<file path="src/rtl/wb_block_mover_if.sv">
// rtl/wb_block_mover_if.sv - Wishbone-style data-memory bus bundle for the block mover
interface wb_block_mover_if #(
  parameter int AW = 8,
  parameter int DW = 8
);
  logic          cyc_o;
  logic          stb_o;
  logic          we_o;
  logic [AW-1:0] adr_o;
  logic [DW-1:0] dat_o;
  logic [DW-1:0] dat_i;
  logic          ack_i;

  modport master (
    output cyc_o, stb_o, we_o, adr_o, dat_o,
    input  dat_i, ack_i
  );

  modport slave (
    input  cyc_o, stb_o, we_o, adr_o, dat_o,
    output dat_i, ack_i
  );
endinterface

</file>
<file path="src/rtl/wb_block_mover.sv">
// rtl/wb_block_mover.sv - bus initiator that copies or fills a block of data memory
module wb_block_mover #(
  parameter int AW      = 8,
  parameter int DW      = 8,
  parameter int TIMEOUT = 16
) (
  input  logic              clk_i,
  input  logic              rst_ni,
  input  logic              start_i,
  input  logic              fill_i,
  input  logic [AW-1:0]     src_i,
  input  logic [AW-1:0]     dst_i,
  input  logic [AW-1:0]     len_i,
  input  logic [DW-1:0]     fill_dat_i,
  output logic              busy_o,
  output logic              done_o,
  output logic              err_o,
  wb_block_mover_if.master  bus
);

  typedef enum logic [2:0] {S_IDLE, S_RD, S_WR, S_GAP, S_FIN} state_t;

  localparam logic [7:0] TO_LAST = 8'(TIMEOUT - 1);

  state_t        state_q, state_d;
  logic [AW-1:0] src_q, dst_q, len_q;
  logic          fill_q;
  logic [DW-1:0] fill_dat_q, buf_q;
  logic [AW:0]   idx_q;       // one bit wider than len so a 255-byte job never wraps
  logic          last_rd_q;   // the transfer that led into GAP was a read
  logic [7:0]    to_cnt_q;
  logic          busy_q, done_q, err_q;

  logic accept, strobe, timed_out, at_end;

  assign accept    = (state_q == S_IDLE) && start_i;
  assign strobe    = (state_q == S_RD) || (state_q == S_WR);
  assign timed_out = strobe && !bus.ack_i && (to_cnt_q == TO_LAST);
  assign at_end    = (idx_q == {1'b0, len_q});

  assign busy_o = busy_q;
  assign done_o = done_q;
  assign err_o  = err_q;

  // State register; reset abandons any job in flight without a done pulse
  always_ff @(posedge clk_i or negedge rst_ni) begin
    if (!rst_ni) state_q <= S_IDLE;
    else         state_q <= state_d;
  end

  // Next-state and bus drive; address/data only leave zero while strobing
  always_comb begin
    state_d    = state_q;
    bus.cyc_o  = 1'b0;
    bus.stb_o  = 1'b0;
    bus.we_o   = 1'b0;
    bus.adr_o  = '0;
    bus.dat_o  = '0;
    unique case (state_q)
      S_IDLE: begin
        if (start_i) begin
          if (len_i == '0) state_d = S_FIN;
          else if (fill_i) state_d = S_WR;
          else             state_d = S_RD;
        end
      end
      S_RD: begin
        bus.cyc_o = 1'b1;
        bus.stb_o = 1'b1;
        bus.adr_o = src_q + idx_q[AW-1:0];
        if (bus.ack_i)      state_d = S_GAP;
        else if (timed_out) state_d = S_FIN;
      end
      S_WR: begin
        bus.cyc_o = 1'b1;
        bus.stb_o = 1'b1;
        bus.we_o  = 1'b1;
        bus.adr_o = dst_q + idx_q[AW-1:0];
        bus.dat_o = fill_q ? fill_dat_q : buf_q;
        if (bus.ack_i)      state_d = S_GAP;
        else if (timed_out) state_d = S_FIN;
      end
      S_GAP: begin
        // One idle cycle so the slave's registered read-ack cannot leak into the next strobe
        if (last_rd_q)   state_d = S_WR;
        else if (at_end) state_d = S_FIN;
        else if (fill_q) state_d = S_WR;
        else             state_d = S_RD;
      end
      S_FIN: state_d = S_IDLE;
      default: state_d = S_IDLE;
    endcase
  end

  // Job parameters, byte index, read buffer and status flags
  always_ff @(posedge clk_i or negedge rst_ni) begin
    if (!rst_ni) begin
      src_q      <= '0;
      dst_q      <= '0;
      len_q      <= '0;
      fill_q     <= 1'b0;
      fill_dat_q <= '0;
      buf_q      <= '0;
      idx_q      <= '0;
      last_rd_q  <= 1'b0;
      busy_q     <= 1'b0;
      done_q     <= 1'b0;
      err_q      <= 1'b0;
    end else begin
      done_q <= (state_q == S_FIN);
      if (state_q == S_FIN) busy_q <= 1'b0;
      if (accept) begin
        src_q      <= src_i;
        dst_q      <= dst_i;
        len_q      <= len_i;
        fill_q     <= fill_i;
        fill_dat_q <= fill_dat_i;
        idx_q      <= '0;
        last_rd_q  <= 1'b0;
        err_q      <= 1'b0;
        busy_q     <= 1'b1;
      end
      if ((state_q == S_RD) && bus.ack_i) begin
        buf_q     <= bus.dat_i;
        last_rd_q <= 1'b1;
      end
      if ((state_q == S_WR) && bus.ack_i) begin
        idx_q     <= idx_q + (AW+1)'(1);
        last_rd_q <= 1'b0;
      end
      if (timed_out) err_q <= 1'b1;
    end
  end

  // Counts strobe cycles still waiting for an acknowledge
  always_ff @(posedge clk_i or negedge rst_ni) begin
    if (!rst_ni)                                 to_cnt_q <= 8'd0;
    else if (strobe && !bus.ack_i && !timed_out) to_cnt_q <= to_cnt_q + 8'd1;
    else                                         to_cnt_q <= 8'd0;
  end

endmodule

</file>
<file path="src/flat_wrapper.sv">
// flat-port wrapper written by rule: the top's interface ports become plain ports
module wb_block_mover_flat 
#(
  parameter int AW      = 8,
  parameter int DW      = 8,
  parameter int TIMEOUT = 16
)
  (clk_i, rst_ni, start_i, fill_i, src_i, dst_i, len_i, fill_dat_i, busy_o, done_o, err_o, bus_cyc_o, bus_stb_o, bus_we_o, bus_adr_o, bus_dat_o, bus_dat_i, bus_ack_i);
  wb_block_mover_if #(.AW(AW), .DW(DW)) bus_i ();
  input  logic clk_i;
  input  logic rst_ni;
  input  logic start_i;
  input  logic fill_i;
  input  logic [AW-1:0] src_i;
  input  logic [AW-1:0] dst_i;
  input  logic [AW-1:0] len_i;
  input  logic [DW-1:0] fill_dat_i;
  output logic busy_o;
  output logic done_o;
  output logic err_o;
  output wire logic [$bits(bus_i.cyc_o)-1:0] bus_cyc_o;
  output wire logic [$bits(bus_i.stb_o)-1:0] bus_stb_o;
  output wire logic [$bits(bus_i.we_o)-1:0] bus_we_o;
  output wire logic [$bits(bus_i.adr_o)-1:0] bus_adr_o;
  output wire logic [$bits(bus_i.dat_o)-1:0] bus_dat_o;
  input wire logic [$bits(bus_i.dat_i)-1:0] bus_dat_i;
  input wire logic [$bits(bus_i.ack_i)-1:0] bus_ack_i;
  assign bus_cyc_o = bus_i.cyc_o;
  assign bus_stb_o = bus_i.stb_o;
  assign bus_we_o = bus_i.we_o;
  assign bus_adr_o = bus_i.adr_o;
  assign bus_dat_o = bus_i.dat_o;
  assign bus_i.dat_i = bus_dat_i;
  assign bus_i.ack_i = bus_ack_i;
  wb_block_mover #(.AW(AW), .DW(DW), .TIMEOUT(TIMEOUT)) u_core (.clk_i(clk_i), .rst_ni(rst_ni), .start_i(start_i), .fill_i(fill_i), .src_i(src_i), .dst_i(dst_i), .len_i(len_i), .fill_dat_i(fill_dat_i), .busy_o(busy_o), .done_o(done_o), .err_o(err_o), .bus(bus_i));
endmodule
</file>
<file path="config.mk">
export PLATFORM = sky130hd
export DESIGN_NAME = wb_block_mover_flat
export DESIGN_NICKNAME = d
export VERILOG_FILES = /design/src/rtl/wb_block_mover_if.sv /design/src/rtl/wb_block_mover.sv /design/src/flat_wrapper.sv
export SDC_FILE = /design/constraint.sdc
export NUM_CORES = 1
export LEC_CHECK = 0
export CORE_MARGIN = 3
export CORE_UTILIZATION = 47
export DETAILED_ROUTE_END_ITERATION = 8
export PLACE_DENSITY = 0.85
export SETUP_SLACK_MARGIN = 0.2
export SLEW_MARGIN = 30
export SYNTH_ARGS = -nofsm -noshare
export SYNTH_HDL_FRONTEND = slang
export SYNTH_SLANG_ARGS = --single-unit
</file>
<file path="constraint.sdc">
create_clock -name clk_i -period 3 [get_ports clk_i]
set_clock_uncertainty 0.2 [all_clocks]
set_input_delay 0.6 -clock clk_i [delete_from_list [all_inputs] [get_ports clk_i]]
set_output_delay 0.6 -clock clk_i [all_outputs]
set_load 0.1 [all_outputs]
</file>
==> results.tsv, run 1 <==
metric	value	unit
cp_max_fo	7	
nFillCells	517	
finalCriticalPeriod	3.536	ns
critPathArrivalTime	2.74	ns
grt_pass1_vias	3005	
hp-class	in -> async	
ys_seq_area_share	48.49	%
grt_pass1_wl	13.95	mm
fmax	282.8	MHz
yosysMostFrequentCell	nand2_1	
std_cell_rows	30	
end_kind	output pin	
ioPinCount	67	
cts_hold_buf	0	
syn_to_final_growth	43.34	%
syn_nets	430	
slew_headroom	45.90	%
track_usage	21.01	%
drive_gt1_share	26.48	%
first_pass_iters	4	
drc_errors	0	
cts_root_buffer	clkbuf_8	
n_antenna_cell	0	
hpwl	5.702	mm
yosysTopAreaCell	dfrtp_1	
drtIter0Drc	296	
via_per_inst	5.417	
netlist_area	0.003354	mm^2
reg2reg_depth	9	
cts_tree	yes	
p_leak	2.252	nW
grt_antenna_before_repair	0	
start_util	48.83	%
p_per_area	1193	mW/mm^2
die_w	90.48	um
ys_top_cells_by_count	nand2_1, dfrtp_1, nor2_1	
fin_crit_sh	117.9	%
ys.flop_type	dfrtp_1	
clock_latency	0.34	ns
cts_buffer_depth	2	
ys_types	41	
cap_violations	0	
gp_congestion	0.8929	
num_vias	3077	
slew_viol_final	0	
synth-seq-cells	65	
grt_start_max_net_pins	66	
peakVddDrop	0.6277	mV
avgSynthCellArea	8.945	um^2
finalSetupViolations	7	
ff2ff_setup_slack	0.66	ns
hold_viol	0	
wl_per_cell	16.07	um
grt-ovfl-total	0	
synthCells	375	
synthArstFlopShare	100.0	%
setup_ws	-0.5358	ns
cts.htree.levels	3	
core_area	0.006869	mm^2
clock-sinks	65	
reg2reg_from	u_core.state_q[1]$_DFFE_PN0P_	
violations	setup timing	
die_h	90.48	um
drt_wl_total	9.128	mm
synthTopCellsByArea	dfrtp_1, nand2_1, xnor2_1, ha_1, mux2i_1	
cts_inserted_buffers	9	
status	finished with violations	
crit_required	2.20	ns
port-buffer-count	66	
r2r-end	u_core.state_q[1]$_DFFE_PN0P_	
path_class	reg -> out	
synth_top_area_share	48.49	%
cp-startpoint	u_core.state_q[2]$_DFFE_PN0P_	
nets	523	
drtAntennaViolNets	0	
dieArea	0.008187	mm^2
clk_pin_slew	0.07	ns
start_kind	flop	
ys_warn_count	0	
synth_edf_count	0	
finalPower	5.736	mW
tightest_slew	0.8115	ns
rsz0062_at_grt	true	
holdWs	0.2197	ns
[metal layers]
metal | vias up | routed length, um | track usage, %
li1 | 1429 | - | -
met1 | 1473 | 3722 | 27.24
met2 | 135 | 4416 | 34.71
met3 | 40 | 587 | 3.333
met4 | 0 | 402 | 9.311
met5 | - | 0 | 0
[worst max path at each step]
stage                               to  slack (ns)  depth (start not counted)
after floorplan           bus_adr_o[6]       -0.77                         14
after global placement    bus_adr_o[6]       -0.02                         14
after detailed placement  bus_adr_o[6]       -0.11                         14
after CTS                 bus_adr_o[6]       -0.44                         12
after global routing      bus_adr_o[6]       -0.66                         13
final                     bus_adr_o[6]       -0.54                         13
[worst max-delay path, cell delays in order, from the launching register on]
cell and delay [ns]:
dfrtp_1 0.39, inv_2 0.10, nand3b_4 0.14, inv_4 0.12, buf_6 0.14, nand2_1 0.06, nand2_1 0.06, ha_2 0.30
o21a_1 0.13, o31a_1 0.11, o21a_1 0.19, o21a_1 0.22, nor3_4 0.21, buf_12 0.20
[layout by cell type (no fill, tap or decap), types with 2 or more instances in the layout]
| cell | n |
|---|---|
| a211oi_1 | 3 |
| a211oi_4 | 2 |
| a21o_1 | 2 |
| and2_1 | 2 |
| and3_1 | 7 |
| buf_12 | 11 |
| buf_4 | 41 |
| buf_6 | 3 |
| clkbuf_8 | 11 |
| clkdlybuf4s50_1 | 43 |
| clkinv_2 | 2 |
| dfrtp_1 | 65 |
| ha_1 | 2 |
| ha_2 | 3 |
| ha_4 | 4 |
| inv_1 | 4 |
| inv_2 | 2 |
| mux2_2 | 8 |
| mux2i_1 | 11 |
| nand2_1 | 123 |
| nand2_2 | 6 |
| nand3_1 | 12 |
| nor2_1 | 18 |
| nor2_2 | 7 |
| nor2_4 | 3 |
| nor2b_1 | 2 |
| nor3_1 | 6 |
| nor3_2 | 2 |
| nor3_4 | 2 |
| o211ai_1 | 2 |
| o21a_1 | 3 |
| o21ai_0 | 12 |
| o21ai_2 | 2 |
| or4_1 | 3 |
| xnor2_1 | 12 |
| xor2_1 | 4 |
[logic make-up (layout without fill, tap and decap cells)]
kind of cell	count (synthesis)	in the layout	synth area share (%)
flops	65	65	48.49
fa+ha+maj	10	10	3.954
compound gates	36	36	6.975
buf+inv	25	122	3.693
mux	19	19	5.968
xor+xnor	18	18	4.700
simple gates	202	202	26.22
[layout make-up]
| type | instances | area (um^2) | share of cell area (%) |
|---|---|---|---|
| multi-input combinational | 285 | 1833 | 38.12 |
| sequential | 65 | 1627 | 33.83 |
| timing repair buffer | 99 | 997.2 | 20.74 |
| clock buffer | 12 | 155.1 | 3.227 |
| tap | 96 | 120.1 | 2.498 |
| clock inverter | 3 | 40.04 | 0.8327 |
| inverter | 8 | 36.28 | 0.7546 |
[registers in the layout, indices dropped and copies added, names as in the netlist, 3 cells and up]
name               flops
u_core.idx_q           9
u_core.buf_q           8
u_core.dst_q           8
u_core.fill_dat_q      8
u_core.len_q           8
u_core.src_q           8
u_core.to_cnt_q        8
u_core.state_q         3
[power breakdown]
part | internal, mW | switching (mW)
Combinational | 1.32 | 2.21
Sequential | 1.20 | 0.247
Clock | 0.422 | 0.330
Total | 2.94 | 2.79
[timing repair]
| action | 4_1_cts | 5_1_grt |
|---|---|---|
| resized for setup | 4 | 24 |
| endpoints found under the setup margin | 8 | 8 |
| buffers inserted | 6 | 5 |
| pin swaps | 15 | 7 |
[through the flow]
step	instances	cell area, um^2	setup WS (ns)	setup TNS (ns)	utilization, %
2_1_floorplan	375	3465	-0.7710	-2.903	-
3_3_place_gp	542	4392	-0.01813	-0.01813	63.93
3_5_place_dp	542	4392	-0.1129	-0.1458	63.93
4_1_cts	563	4653	-0.4359	-1.840	67.74
5_1_grt	568	4808	-0.6570	-3.109	70.00
6_report	568	4808	-0.5358	-2.463	70.00
Note: power is estimated with default switching activity, not from simulation.
==> inputs of run 2 (changes only) <==
CORE_UTILIZATION = 48   (was 47)
PLACE_DENSITY = 0.83   (was 0.85)
clock period = 4.3 ns   (was 3 ns; I/O delays follow)
==> run 2 against run 1 <==
  * The flow now finishes without violations
  * Largest power group unchanged
  * Highest routed layer unchanged
  * Critical path depth is 1 higher
  * Largest cell class unchanged
  * Sequential share of layout area is 3.3 points higher
  * Via count is 7.0% lower
==> results.tsv, run 2 (synthesized netlist as in run 1, its figures left out) <==
metric	value	unit	change
p_per_area	817.2	mW/mm^2	-31%
swShare	48.78	%	+0.11 points
status	complete, no violations		
syn_to_final_growth	30.77	%	
hp-class	reg -> reg		
p_clk_share	16.9	%	+3.8 points
n_antenna_cell	0		unchanged
std_cell_rows	29		-3.3%
final_cells	541		-4.8%
rsz0062_at_grt	false		
nets	499		-4.6%
clock-sinks	65		unchanged
final_cell_mix	nand2_1, dfrtp_1, clkdlybuf4s50_1		
die_h	89.60	um	-0.98%
r2r-end	u_core.state_q[1]$_DFFE_PN0P_		
place_inst	521		-3.9%
final_common_cell	nand2_1		
cts_hold_buf	0		unchanged
grt_antenna_before_repair	0		unchanged
drt_wl_total	7.932	mm	-13%
cp_max_fo	12		+5
finalCriticalPeriod	3.931	ns	
core_area	0.006568	mm^2	-4.4%
grt-ovfl-total	0		unchanged
cap_violations	0		unchanged
tightest_slew	0.9664	ns	+0.1550 ns
slew_headroom	35.37	%	-11 points
grt_pass1_vias	2695		-10%
dieArea	0.008027	mm^2	-1.9%
hpwl	5.646	mm	-0.98%
port-buffer-count	66		unchanged
grt_pass1_wl	12.84	mm	-8.0%
clock_latency	0.34	ns	about the same
drtAntennaViolNets	0		unchanged
reg2reg_depth	7		-2
power_frac_comb	54.7	%	-7.0 points
holdPathEnd	u_core.to_cnt_q[0]$_DFF_PN0_		
regMostFlops	u_core.idx_q		
drive_gt1_share	14.96	%	-12 points
drtIter0Drc	224		-24%
grt_start_max_net_pins	41		-38%
end_kind	output pin		
drc_errors	0		unchanged
p_int	1.836	mW	-38%
hold_depth	1		
largest_reg_flops	9		unchanged
start_kind	flop		
cts_tree	yes		
clk_pin_slew	0.07	ns	about the same
ff2ff_setup_slack	1.84	ns	+1.18 ns
hold_viol	0		unchanged
crit_required	3.24	ns	+1.04 ns
gp_congestion	0.8971		+0.47%
num_vias	2861		-7.0%
via_per_inst	5.288		-2.4%
min_from	u_core.to_cnt_q[0]$_DFF_PN0_		
fmax	254.4	MHz	
track_usage	21.13	%	+0.12 points
critPathArrivalTime	2.87	ns	+0.13 ns
start_util	51.08	%	+2.2 points
post-place-ws	0.3750	ns	+0.4878 ns
slew_viol_final	0		unchanged
power.switching	1.748	mW	-37%
die_w	89.60	um	-0.98%
cts_inserted_buffers	9		unchanged
peakVddDrop	0.4521	mV	-28%
power_frac_seq	28.4	%	+3.2 points
tns	0	ns	+2.463 ns
first_pass_iters	4		unchanged
cts_buffer_depth	2		unchanged
p_leak	2.102	nW	-6.7%
path_class	reg -> out		
reg2reg_from	u_core.state_q[0]$_DFFE_PN0P_		
fin_crit_sh	91.41	%	
wl_per_cell	14.66	um	-8.8%
setup_ws	0.3692	ns	+0.9050 ns
final_core_util	66.79	%	-3.2 points
cts.htree.levels	3		unchanged
ioPinCount	67		unchanged
finalSetupViolations	0		-7
cts_root_buffer	clkbuf_8		
run 2: cell count changes in the layout (fill, tap and decap cells not counted), moves of 4 or more:
cell	before	now
buf_4	41	25
buf_12	11	4
nor2_2	7	3
nand2_1	123	128
nor2_1	18	25
nand2_2	6	1
ha_4	4	0
ha_1	2	8
run 2: timing repair:
item                                    CTS  global route
pin swaps                                 0             2
setup buffers                             3             2
endpoints found under the setup margin    2             1
gates resized for setup                   2             5
run 2: metrics by stage:
| stage | total power [mW] | instance area (um^2) | hold slack (ns) |
|---|---|---|---|
| 2_1_floorplan | 2.486 | 3387 | 0.2248 |
| 3_3_place_gp | 2.878 | 4104 | 0.2437 |
| 3_5_place_dp | 2.937 | 4104 | 0.2553 |
| 4_1_cts | 3.574 | 4355 | 0.2648 |
| 5_1_grt | 3.792 | 4387 | 0.2806 |
| 6_report | 3.585 | 4387 | 0.2611 |
run 2: cell type report:
type | count | area (um^2)
fillers | 540 | 2181
multi-input cells | 285 | 1650
flip-flops and latches | 65 | 1629
repair buffers | 75 | 728.2
clock buffers | 12 | 135.1
well taps | 93 | 116.4
clock inverters | 3 | 90.09
inverters | 8 | 37.54
run 2: power groups by stage:
stage,Sequential [mW],Combinational [mW],Clock [mW]
3_3_place_gp,1.02,1.86,0
2_1_floorplan,0.995,1.49,0
3_5_place_dp,1.03,1.91,0
5_1_grt,1.04,2.11,0.639
6_report,1.02,1.96,0.606
4_1_cts,1.02,1.94,0.612
run 2: how the worst max path moves through the flow:
stage                             startpoint           end  slack, ns  cells past startpoint
4_1_cts        u_core.state_q[0]$_DFFE_PN0P_  bus_adr_o[6]       0.26                     13
2_1_floorplan  u_core.state_q[0]$_DFFE_PN0P_  bus_adr_o[6]      -0.21                     14
6_report       u_core.state_q[2]$_DFFE_PN0P_  bus_adr_o[6]       0.37                     14
3_5_place_dp   u_core.state_q[1]$_DFFE_PN0P_  bus_adr_o[6]       0.37                     13
5_1_grt        u_core.state_q[2]$_DFFE_PN0P_  bus_adr_o[6]       0.21                     14
3_3_place_gp   u_core.state_q[0]$_DFFE_PN0P_  bus_adr_o[6]       0.50                     13
run 2: critical path, cell delays in order (launching register included):
cell      delay, ns
dfrtp_1        0.42
inv_2          0.11
nand3b_4       0.13
inv_8          0.11
nand2_1        0.06
nand2_1        0.06
ha_2           0.19
inv_1          0.05
fa_1           0.39
nor2b_2        0.18
o31a_1         0.18
o21a_1         0.14
nor3_1         0.06
nor3_2         0.23
buf_12         0.21
run 2: per-layer routing:
metal / global-route usage (%) / routed length (um)
met2: 32.58 / 3788
met1: 28.78 / 3499
met5: 0 / 0
met3: 4.288 / 427
met4: 9.608 / 216
